## config.mk

```make
export PLATFORM = sky130hd
export DESIGN_NAME = bitty_issue_queue
export DESIGN_NICKNAME = d
export VERILOG_FILES = /design/src/rtl/bitty_issue_queue.sv
export SDC_FILE = /design/constraint.sdc
export NUM_CORES = 1
export LEC_CHECK = 0
export CORE_MARGIN = 2
export CORE_UTILIZATION = 40
export DETAILED_ROUTE_END_ITERATION = 12
export PLACE_DENSITY_LB_ADDON = 0.12
export SLEW_MARGIN = 30
export SYNTH_ARGS = -nofsm -noshare
export SYNTH_HDL_FRONTEND = slang
export SYNTH_SLANG_ARGS = --single-unit
export TNS_END_PERCENT = 5
```

## constraint.sdc

```tcl
create_clock -name clk -period 2.5 [get_ports clk]
set_input_delay 0.375 -clock clk [delete_from_list [all_inputs] [get_ports clk]]
set_output_delay 0.375 -clock clk [all_outputs]
set_load 0.01 [all_outputs]
```

## src/rtl/bitty_issue_queue.sv

```systemverilog
// Issue sequencer for bitty_core: buffers 16-bit instructions in a small FIFO and
// hands them to the core one at a time, retiring on core_done or a watchdog timeout.
module bitty_issue_queue #(
    parameter int DEPTH   = 4,
    parameter int TIMEOUT = 15
) (
    input  logic        clk,
    input  logic        reset,
    input  logic        in_valid,
    input  logic [15:0] in_instr,
    output logic        in_ready,
    input  logic        flush,
    output logic        core_run,
    output logic [15:0] core_instruction,
    input  logic        core_done,
    output logic        busy,
    output logic [15:0] issued_count,
    output logic        timeout_err
);
    localparam int PW = (DEPTH > 1) ? $clog2(DEPTH) : 1;
    localparam int CW = PW + 1;

    typedef enum logic [1:0] {IDLE, LOAD, EXEC, RETIRE} state_t;

    state_t         state_q, state_d;
    logic [PW-1:0]  rd_ptr_q, rd_ptr_d;
    logic [PW-1:0]  wr_ptr_q, wr_ptr_d;
    logic [CW-1:0]  count_q, count_d;
    logic [7:0]     wdog_q, wdog_d;
    logic           core_run_q, core_run_d;
    logic [15:0]    core_instr_q, core_instr_d;
    logic [15:0]    issued_count_q, issued_count_d;
    logic           timeout_err_q, timeout_err_d;
    logic [15:0]    mem_q [DEPTH];

    logic push;
    logic pop;

    assign in_ready = !reset && (count_q < CW'(DEPTH));
    // flush drops any push presented on the same edge
    assign push     = in_valid && in_ready && !flush;
    assign pop      = !flush && (state_q == IDLE) && (count_q != '0);

    always_comb begin
        state_d        = state_q;
        rd_ptr_d       = rd_ptr_q;
        wr_ptr_d       = wr_ptr_q;
        count_d        = count_q;
        wdog_d         = wdog_q;
        core_run_d     = core_run_q;
        core_instr_d   = core_instr_q;
        issued_count_d = issued_count_q;
        timeout_err_d  = timeout_err_q;

        if (flush) begin
            state_d       = IDLE;
            rd_ptr_d      = '0;
            wr_ptr_d      = '0;
            count_d       = '0;
            core_run_d    = 1'b0;
            timeout_err_d = 1'b0;
        end else begin
            if (push) begin
                wr_ptr_d = wr_ptr_q + 1'b1;
            end
            if (pop) begin
                rd_ptr_d = rd_ptr_q + 1'b1;
            end
            case ({push, pop})
                2'b10:   count_d = count_q + 1'b1;
                2'b01:   count_d = count_q - 1'b1;
                default: count_d = count_q;
            endcase

            case (state_q)
                IDLE: begin
                    if (pop) begin
                        core_instr_d = mem_q[rd_ptr_q];
                        state_d      = LOAD;
                    end
                end
                LOAD: begin
                    wdog_d     = '0;
                    core_run_d = 1'b1;
                    state_d    = EXEC;
                end
                EXEC: begin
                    // done takes priority over a simultaneous watchdog expiry
                    if (core_done) begin
                        issued_count_d = issued_count_q + 1'b1;
                        core_run_d     = 1'b0;
                        state_d        = RETIRE;
                    end else if (wdog_q == 8'(TIMEOUT)) begin
                        timeout_err_d = 1'b1;
                        core_run_d    = 1'b0;
                        state_d       = RETIRE;
                    end else begin
                        wdog_d = wdog_q + 1'b1;
                    end
                end
                RETIRE: begin
                    core_run_d = 1'b0;
                    state_d    = IDLE;
                end
                default: state_d = IDLE;
            endcase
        end
    end

    always_ff @(posedge clk) begin
        if (reset) begin
            state_q        <= IDLE;
            rd_ptr_q       <= '0;
            wr_ptr_q       <= '0;
            count_q        <= '0;
            wdog_q         <= '0;
            core_run_q     <= 1'b0;
            core_instr_q   <= 16'h0000;
            issued_count_q <= 16'h0000;
            timeout_err_q  <= 1'b0;
        end else begin
            state_q        <= state_d;
            rd_ptr_q       <= rd_ptr_d;
            wr_ptr_q       <= wr_ptr_d;
            count_q        <= count_d;
            wdog_q         <= wdog_d;
            core_run_q     <= core_run_d;
            core_instr_q   <= core_instr_d;
            issued_count_q <= issued_count_d;
            timeout_err_q  <= timeout_err_d;
        end
    end

    always_ff @(posedge clk) begin
        if (push) begin
            mem_q[wr_ptr_q] <= in_instr;
        end
    end

    assign core_run         = core_run_q;
    assign core_instruction = core_instr_q;
    assign issued_count     = issued_count_q;
    assign timeout_err      = timeout_err_q;
    assign busy             = (state_q != IDLE) || (count_q != '0);

endmodule

```

Yosys cells after proc, flatten, opt, wreduce, memory -nomap -nowiden
Memory sizes are Yosys's and may differ from the RTL's. A register that Yosys moved wholly into a read port is not among the register bits.
Index checks and enable logic that the tools add are counted.
{"block": "totals", "reg_bits": 35, "mem_bits_rw": 64, "out_inout_bits": 36, "n_memories": 1}
{"memory": "mem_q", "depth": 4, "word_bits": 16, "read_ports": 1, "rd_clocked_by_memory_dff": 1, "wr": 1, "line": "34", "rtl": "logic [15:0] mem_q [DEPTH];"}
{"block": "op_classes", "add_sub_neg": 6, "magnitude_cmp": 1, "n_eq_ne": 10, "mux": 13, "bitwise_logic": 2, "reduce_logical": 21}
{"op": "$add A16 B1 Y16 const B", "count": 1}
{"op": "$mux W8", "count": 2}
{"op": "$pmux W8 S2", "count": 1}
{"op": "$reduce_and A3 Y1", "count": 3}
{"op": "$add A8 B1 Y8 const B", "count": 1}
{"op": "$eq A8 B4 Y1 const B", "count": 1}
{"op": "$pmux W2 S4", "count": 1}
{"op": "$eq A2 B2 Y1 const B", "count": 3}
{"op": "$mux W2", "count": 3}
{"op": "$ne A2 B2 Y1 const B", "count": 3}
{"op": "$pmux W3 S2", "count": 1}
{"op": "$reduce_bool A2 Y1", "count": 3}
{"op": "$reduce_bool A3 Y1", "count": 2}
{"op": "$logic_and A1 B1 Y1", "count": 5}
{"op": "$add A2 B1 Y2 const B", "count": 2}
{"op": "$eq A2 B1 Y1 const B", "count": 2}
{"op": "$mux W1", "count": 4}
{"op": "$reduce_and A2 Y1", "count": 2}
{"op": "$reduce_and A4 Y1", "count": 1}
{"op": "$add A3 B1 Y3 const B", "count": 1}
{"op": "$lt A3 B3 Y1 const B", "count": 1}
{"op": "$ne A3 B3 Y1 const B", "count": 1}
{"op": "$pmux W1 S3", "count": 1}
{"op": "$sub A3 B1 Y3 const B", "count": 1}
{"op": "5 further kinds", "count": 7}

Longest topological paths before layout
Gate-level depths: netlist of run 1.
{"block": "depth", "word_depth": 6, "mapped_depth": 11}

Worst setup path after synthesis of run 1
No wires, ideal clock.
{"block": "synth_path", "kind": "register to register", "from": "register state_q[0]", "to": "register count_q[2]", "t_arrival_ns": 2.440, "slack_ns": -0.010, "path_stages_with_launch": 12, "path_buffers": 1, "cell_sequence": "dfxtp_1 -> inv_1 -> ha_1 -> nand3_1 -> inv_2 -> buf_1 -> ha_1 -> inv_1 -> fa_1 -> xor2_1 -> or3_1 -> a21oi_1"}
{"block": "synth_between", "elab_chain_len": 5}
{"element": "from (decl)", "line": "25", "rtl": "state_t state_q, state_d;"}
{"element": "from (signal assigned)", "line": "122", "rtl": "state_q <= state_d;"}
{"element": "$logic_not A2 Y1 *", "line": "42", "rtl": "assign pop = !flush && (state_q == IDLE) && (count_q != '0);"}
{"element": "$logic_and A1 B1 Y1 * (2 in a row)", "line": "42"}
{"element": "net pop", "line": "37", "rtl": "logic pop;"}
{"element": "$eq A2 B1 Y1 / $eq A2 B2 Y1 (equally long branches)", "line": "69", "rtl": "case ({push, pop})"}
{"element": "$pmux W3 S2 / $reduce_bool A2 Y1 (equally long branches)"}
{"element": "to (signal assigned)", "line": "125", "rtl": "count_q <= count_d;"}
{"element": "to (decl)", "line": "28", "rtl": "logic [CW-1:0] count_q, count_d;"}
The timed path passes the listed nets; every way through them passes the cells marked *.
A chain may end at the register's enable or synchronous reset.

Final worst setup path of run 1
{"block": "layout_path", "from": "input reset", "to": "output in_ready"}
{"block": "layout_between", "elab_chain_len": 2}
{"element": "from (decl)", "line": "8", "rtl": "input logic reset,"}
{"element": "$logic_not A1 Y1", "line": "39", "rtl": "assign in_ready = !reset && (count_q < CW'(DEPTH));"}
{"element": "$logic_and A1 B1 Y1", "line": "39"}
{"element": "to (decl)", "line": "11", "rtl": "output logic in_ready,"}
Every way passes these cells.

==> results_dict.tcl, run 1 <==
set metrics [dict create \
    outcome "complete, no violations" \
    fp.coreArea_um2 11400 \
    antennaDiodeCount 0 \
    postCtsHoldBufs 0 \
    cap_violations 0 \
    initial_antenna_violation_count 0 \
    flow.area_growth_from_synthesis_pct 30.3 \
    h-tree-depth 4 \
    synthSimpleGateAreaFrac_pct 13.0 \
    yosys.area.top_type "edfxtp_1" \
    synthesis.area_per_instance_um2 12.7 \
    number_of_enable_type_register_cells_in_the_synthesized_netlist 64 \
    final_nets 480 \
    grt_setup_unrepaired "no" \
    most_frequent_standard_cell_in_the_layout_excluding_fill_and_tap_cells "edfxtp_1" \
    final_layout_size_suffix_gt1_share_pct 14.8 \
    synth_fp_nets 402 \
    final.setup_skew_ns 0.00787 \
    achievable-frequency_mhz 441 \
    yosysWarnings 0 \
    cts-root-to-sink-buffers 2 \
    grt_use_total_pct 16.4 \
    drt-pass1-iter-count 4 \
    worst_hold_slack_ns 0.453 \
    timing.final.crit_period_ns 2.27 \
    min_path_type "reg2reg" \
    worst-endpoint-required_ns 2.12 \
    insertion_delay_ns 0.41 \
    clock-sinks 115 \
    die_height_um 112 \
    final-instance-count-excl-fill 603 \
    p_sw_uw 883 \
    internal_power_uw 3560 \
    cts.repair_timing.setup_buffer_count 0 \
    most-common-layout-cells "edfxtp_1, clkdlybuf4s50_1, dfxtp_1" \
    dr_total_vias 3100 \
    route.detailed.wl_per_inst_um 16.1 \
    hold_path_origin "core_instruction[3]$_SDFFE_PP0P_" \
    cts_buffers 17 \
    chipWidth_um 112 \
    synth_area_leaders "edfxtp_1, dfxtp_1, mux4_2" \
    cts_root_buffer "clkbuf_16" \
    min_period_over_period_pct 90.7 \
    drc 0 \
    synth_compound_area_share_pct 7.39 \
    tritoncts "built" \
    synthArstFlopShare_pct 0 \
    drt-initial-drc-count 120 \
    vias_per_cell 5.14 \
    dpl.cell_count 571 \
    worstReg2RegStart "state_q[0]$_SDFFE_PP0P_" \
    worstSetupEndpointType "output port" \
    postLayoutCoreUtil_pct 53.5 \
    post_synth_xor_area_fraction_pct 2.80 \
    setup.worst_path.start "reset" \
    gp_weighted_congestion 0.723 \
    floorplan.rows 39 \
    route.antenna.remaining_nets 0 \
    io_buffer_count 56 \
    cts.repair.resized 0 \
    grt_start_max_net_pins 42 \
    main_combinational_cell_family_by_area_after_synthesis "simple AND/OR/NAND/NOR gates" \
    netlist_instances 369 \
    globalRoute.totalOverflow 0 \
    crit_arrival_ns 1.89 \
    fp.dieArea_um2 12600 \
    worst_setup_path_start_kind "primary input" \
    yosys_register_bits 115 \
    power.sequential.fraction_pct 45.4 \
    fin_area_um2 6110 \
    tightestPinTransition_ns 0.578 \
    synth.distinct_cells 47 \
    max_slew_margin_pct 61.5 \
    max-vdd-ir-drop_v 0.000709 \
    leakage_power_uw 0.00204 \
    synth-adder-area-share_pct 3.36 \
    netlist.area_leader.share_pct 41.0 \
    synth_ff_type "edfxtp_1" \
    dp_hpwl_um 6090 \
    num_io_pins 57 \
    final-max-slew-violation-count 0 \
    grt_first_pass_wirelength_um 15700 \
    pwr_density_cell_nw_per_um2 728 \
    synthesis.area_um2 4690 \
    drt_wl_total_um 9720 \
    initial_core_utilization_pct 41.1 \
    power.share.clock_pct 51.5 \
    mux_contribution_to_synthesized_area_pct 8.14 \
    sw_frac_of_total_pct 19.8 \
    setup_violators_final 0 \
    worst_setup_hold_path_clk_slew_ns 0.05 \
    finalHoldViolations 0 \
    placement.cell_area_um2 5540 \
    first_global_vias 3103 \
    comb_power_share_pct 3.1 \
    worstPathMaxFanout 41 \
    synth.yosys.seq_area_share_pct 62.8 \
    setup.worst_path.class "in2out" \
]
[worst paths after layout]
check	endpoint	cells past startpoint	slack, ns
setup reg to reg	issued_count[14]$_SDFFE_PP0P_	6	0.36
hold reg to reg	core_instruction[3]$_SDFFE_PP0P_	2	0.45
hold / removal	core_instruction[3]$_SDFFE_PP0P_	2	0.45
setup / recovery	in_ready	4	0.23
[through the flow]
step	TNS (ns)	power [µW]	setup WS, ns
after detailed placement	-0.0277	2200	-0.0277
final	0	4450	0.232
after CTS	0	4500	0.215
after floorplan	0	2120	0.117
after global routing	0	4580	0.141
after global placement	0	2190	0.0487
[cell usage after synthesis (all sizes together), types with 2 or more instances]
library cell	n
edfxtp	64
dfxtp	51
nand2	44
a21oi	32
nor2	24
mux4	16
inv	15
ha	11
xnor2	11
buf	10
nand3	9
nor3	8
o21ai	7
nand4	6
o31ai	5
or3	5
or4	5
and2	4
clkbuf	4
nor2b	4
nor4	4
xor2	4
a22o	3
or2	3
a211oi	2
a21o	2
a31oi	2
nand2b	2
[routing by layer]
layer	GRT usage, %	share of wire [%]
met5	0	0
met4	6.59	0.95
met3	5.51	4.3
met2	26.8	50
met1	20.2	45
[layout make-up]
cell class / instances / area [µm²]
tap: 143 / 179
clock inverter: 10 / 111
multi-input combinational: 225 / 1630
sequential: 115 / 2940
inverter: 15 / 56.3
timing repair buffer: 73 / 738
clock buffer: 22 / 454
fill: 994 / 5310
[critical path, stage by stage]
cell and delay, ns:
clkdlybuf4s50_1 0.48, buf_4 0.44, nor2_1 0.10, clkdlybuf4s50_1 0.49
[flip-flops by register name (all words and copies together), names as in the netlist]
register          flops
mem_q                64
core_instruction     16
issued_count         16
wdog_q                8
count_q               3
rd_ptr_q              2
state_q               2
wr_ptr_q              2
core_run              1
timeout_err           1
[kinds of logic after synthesis]
kind of cell | count (synthesis)
AOI/OAI and AO/OA | 58
xor gates and xnor gates | 15
adders and majority gates | 12
buffers and inverters | 29
DFF | 115
muxes | 18
and+or+nand+nor | 122
[power by group through the flow]
stage	clock, µW	sequential [µW]	combinational (µW)
after CTS	2340	2020	140
after global placement	0	2060	137
after detailed placement	0	2060	140
after global routing	2410	2020	152
final	2290	2020	138
after floorplan	0	2060	56.5
Note: power is estimated with default switching activity, not from simulation.
==> inputs of run 2 (changes only) <==
==> constraint.sdc (replaced) <==
create_clock -name clk -period 2.5 [get_ports clk]
set_input_delay 0.25 -clock clk [delete_from_list [all_inputs] [get_ports clk]]
set_output_delay 0.25 -clock clk [all_outputs]
set_load 0.01 [all_outputs]
==> results_dict.tcl, run 2 (synthesized netlist as in run 1, its figures left out) <==
set metrics [dict create \
    outcome "complete, no violations" \
    cts-root-to-sink-buffers 2 \
    tns_ns 0 \
    final_nets 478 \
    pwr_density_cell_nw_per_um2 725 \
    dr_total_vias 3140 \
    grt_start_max_net_pins 42 \
    floorplan.rows 39 \
    cts.repair_timing.setup_buffer_count 0 \
    most-common-layout-cells "edfxtp_1, clkdlybuf4s50_1, dfxtp_1" \
    dpl.cell_count 569 \
    worst_setup_path_start_kind "register" \
    grt_use_total_pct 16.4 \
    worstPathMaxFanout 4 \
    final-instance-count-excl-fill 601 \
    min_period_over_period_pct 85.6 \
    globalRoute.totalOverflow 0 \
    most_frequent_standard_cell_in_the_layout_excluding_fill_and_tap_cells "edfxtp_1" \
    gp_weighted_congestion 0.733 \
    top_register "mem_q" \
    num_io_pins 57 \
    flow.area_growth_from_synthesis_pct 29.6 \
    clock-sinks 115 \
    worst_setup_hold_path_clk_slew_ns 0.06 \
    antennaDiodeCount 0 \
    h-tree-depth 4 \
    min_path_type "reg2reg" \
    postCtsHoldBufs 0 \
    crit_arrival_ns 2.48 \
    tritoncts "built" \
    tightestPinTransition_ns 0.494 \
    final-max-slew-violation-count 0 \
    worst-endpoint-required_ns 2.84 \
    max-vdd-ir-drop_v 0.000484 \
    drt_wl_total_um 9650 \
    cts.repair.resized 0 \
    drt-initial-drc-count 172 \
    grt_setup_unrepaired "no" \
    setup.worst_path.class "reg2reg" \
    worstSetupEndpointType "register" \
    initial_antenna_violation_count 0 \
    route.antenna.remaining_nets 0 \
    chipWidth_um 112 \
    achievable-frequency_mhz 467 \
    max_slew_margin_pct 67.1 \
    first_global_vias 3053 \
    cts_buffers 17 \
    die_height_um 112 \
    drc 0 \
    timing.final.crit_period_ns 2.14 \
    largest_register_ff_count 64 \
    finalHoldViolations 0 \
    initial_core_utilization_pct 41.1 \
    fp.dieArea_um2 12600 \
    insertion_delay_ns 0.41 \
    grt_first_pass_wirelength_um 15700 \
    drt-pass1-iter-count 5 \
    setup_violators_final 0 \
    leakage_power_uw 0.00203 \
    route.detailed.wl_per_inst_um 16.1 \
    vias_per_cell 5.22 \
    fp.coreArea_um2 11400 \
    io_buffer_count 56 \
    cap_violations 0 \
    final.setup_skew_ns 0.00712 \
    cts_root_buffer "clkbuf_16" \
    final_layout_size_suffix_gt1_share_pct 15.1 \
    dp_hpwl_um 5980 \
]
==> run 2: layer usage <==
metal  share of wire [%]  GRT usage [%]  wire length, µm
met4                 1.8           7.40              172
met5                   0              0                0
met2                  48           25.9             4660
met3                 4.9           4.97              469
met1                  45           20.9             4350
==> run 2: worst paths after layout <==
check                                    startpoint                                end  slack (ns)  depth (start not counted)
setup / recovery            state_q[0]$_SDFFE_PP0P_            count_q[2]$_SDFFE_PP0P_        0.36                         10
hold / removal    core_instruction[11]$_SDFFE_PP0P_  core_instruction[11]$_SDFFE_PP0P_        0.46                          2
setup reg to reg            state_q[0]$_SDFFE_PP0P_            count_q[2]$_SDFFE_PP0P_        0.36                         10
hold reg to reg   core_instruction[11]$_SDFFE_PP0P_  core_instruction[11]$_SDFFE_PP0P_        0.46                          2
==> run 2: layout make-up <==
class                   instances  area [µm²]
flip-flops and latches        115        2940
clock buffers                  18         429
clock inverters                14         134
inverters                      15        56.3
fillers                      1023        5340
well taps                     143         179
multi-input cells             225        1630
repair buffers                 71         711
==> run 2: power breakdown <==
| group | total [µW] | internal (µW) | switching, µW |
|---|---|---|---|
| registers | 2020 | 2010 | 6.05 |
| clock network | 2250 | 1380 | 877 |
| logic | 134 | 66.0 | 68.0 |
| total | 4410 | 3450 | 951 |
==> run 2: metrics by stage <==
| step | instance area, µm² | power (µW) | utilization [%] | hold WS, ns | setup slack (ns) |
|---|---|---|---|---|---|
| CTS | 6080 | 4460 | 53.2 | 0.453 | 0.344 |
| global route | 6080 | 4550 | 53.2 | 0.467 | 0.161 |
| finish | 6080 | 4410 | 53.2 | 0.455 | 0.359 |
| floorplan | 4690 | 2120 | - | 0.349 | 0.117 |
| global placement | 5520 | 2190 | 48.3 | 0.446 | 0.150 |
| detailed placement | 5520 | 2190 | 48.3 | 0.450 | 0.0914 |
==> run 2: worst max-delay path, stage by stage (launching register included) <==
cell     delay, ns
dfxtp_1       0.33
inv_1         0.11
ha_1          0.22
nand3_1       0.13
inv_2         0.07
ha_1          0.17
inv_1         0.06
fa_1          0.38
xor2_1        0.17
or3_1         0.30
a21oi_1       0.14
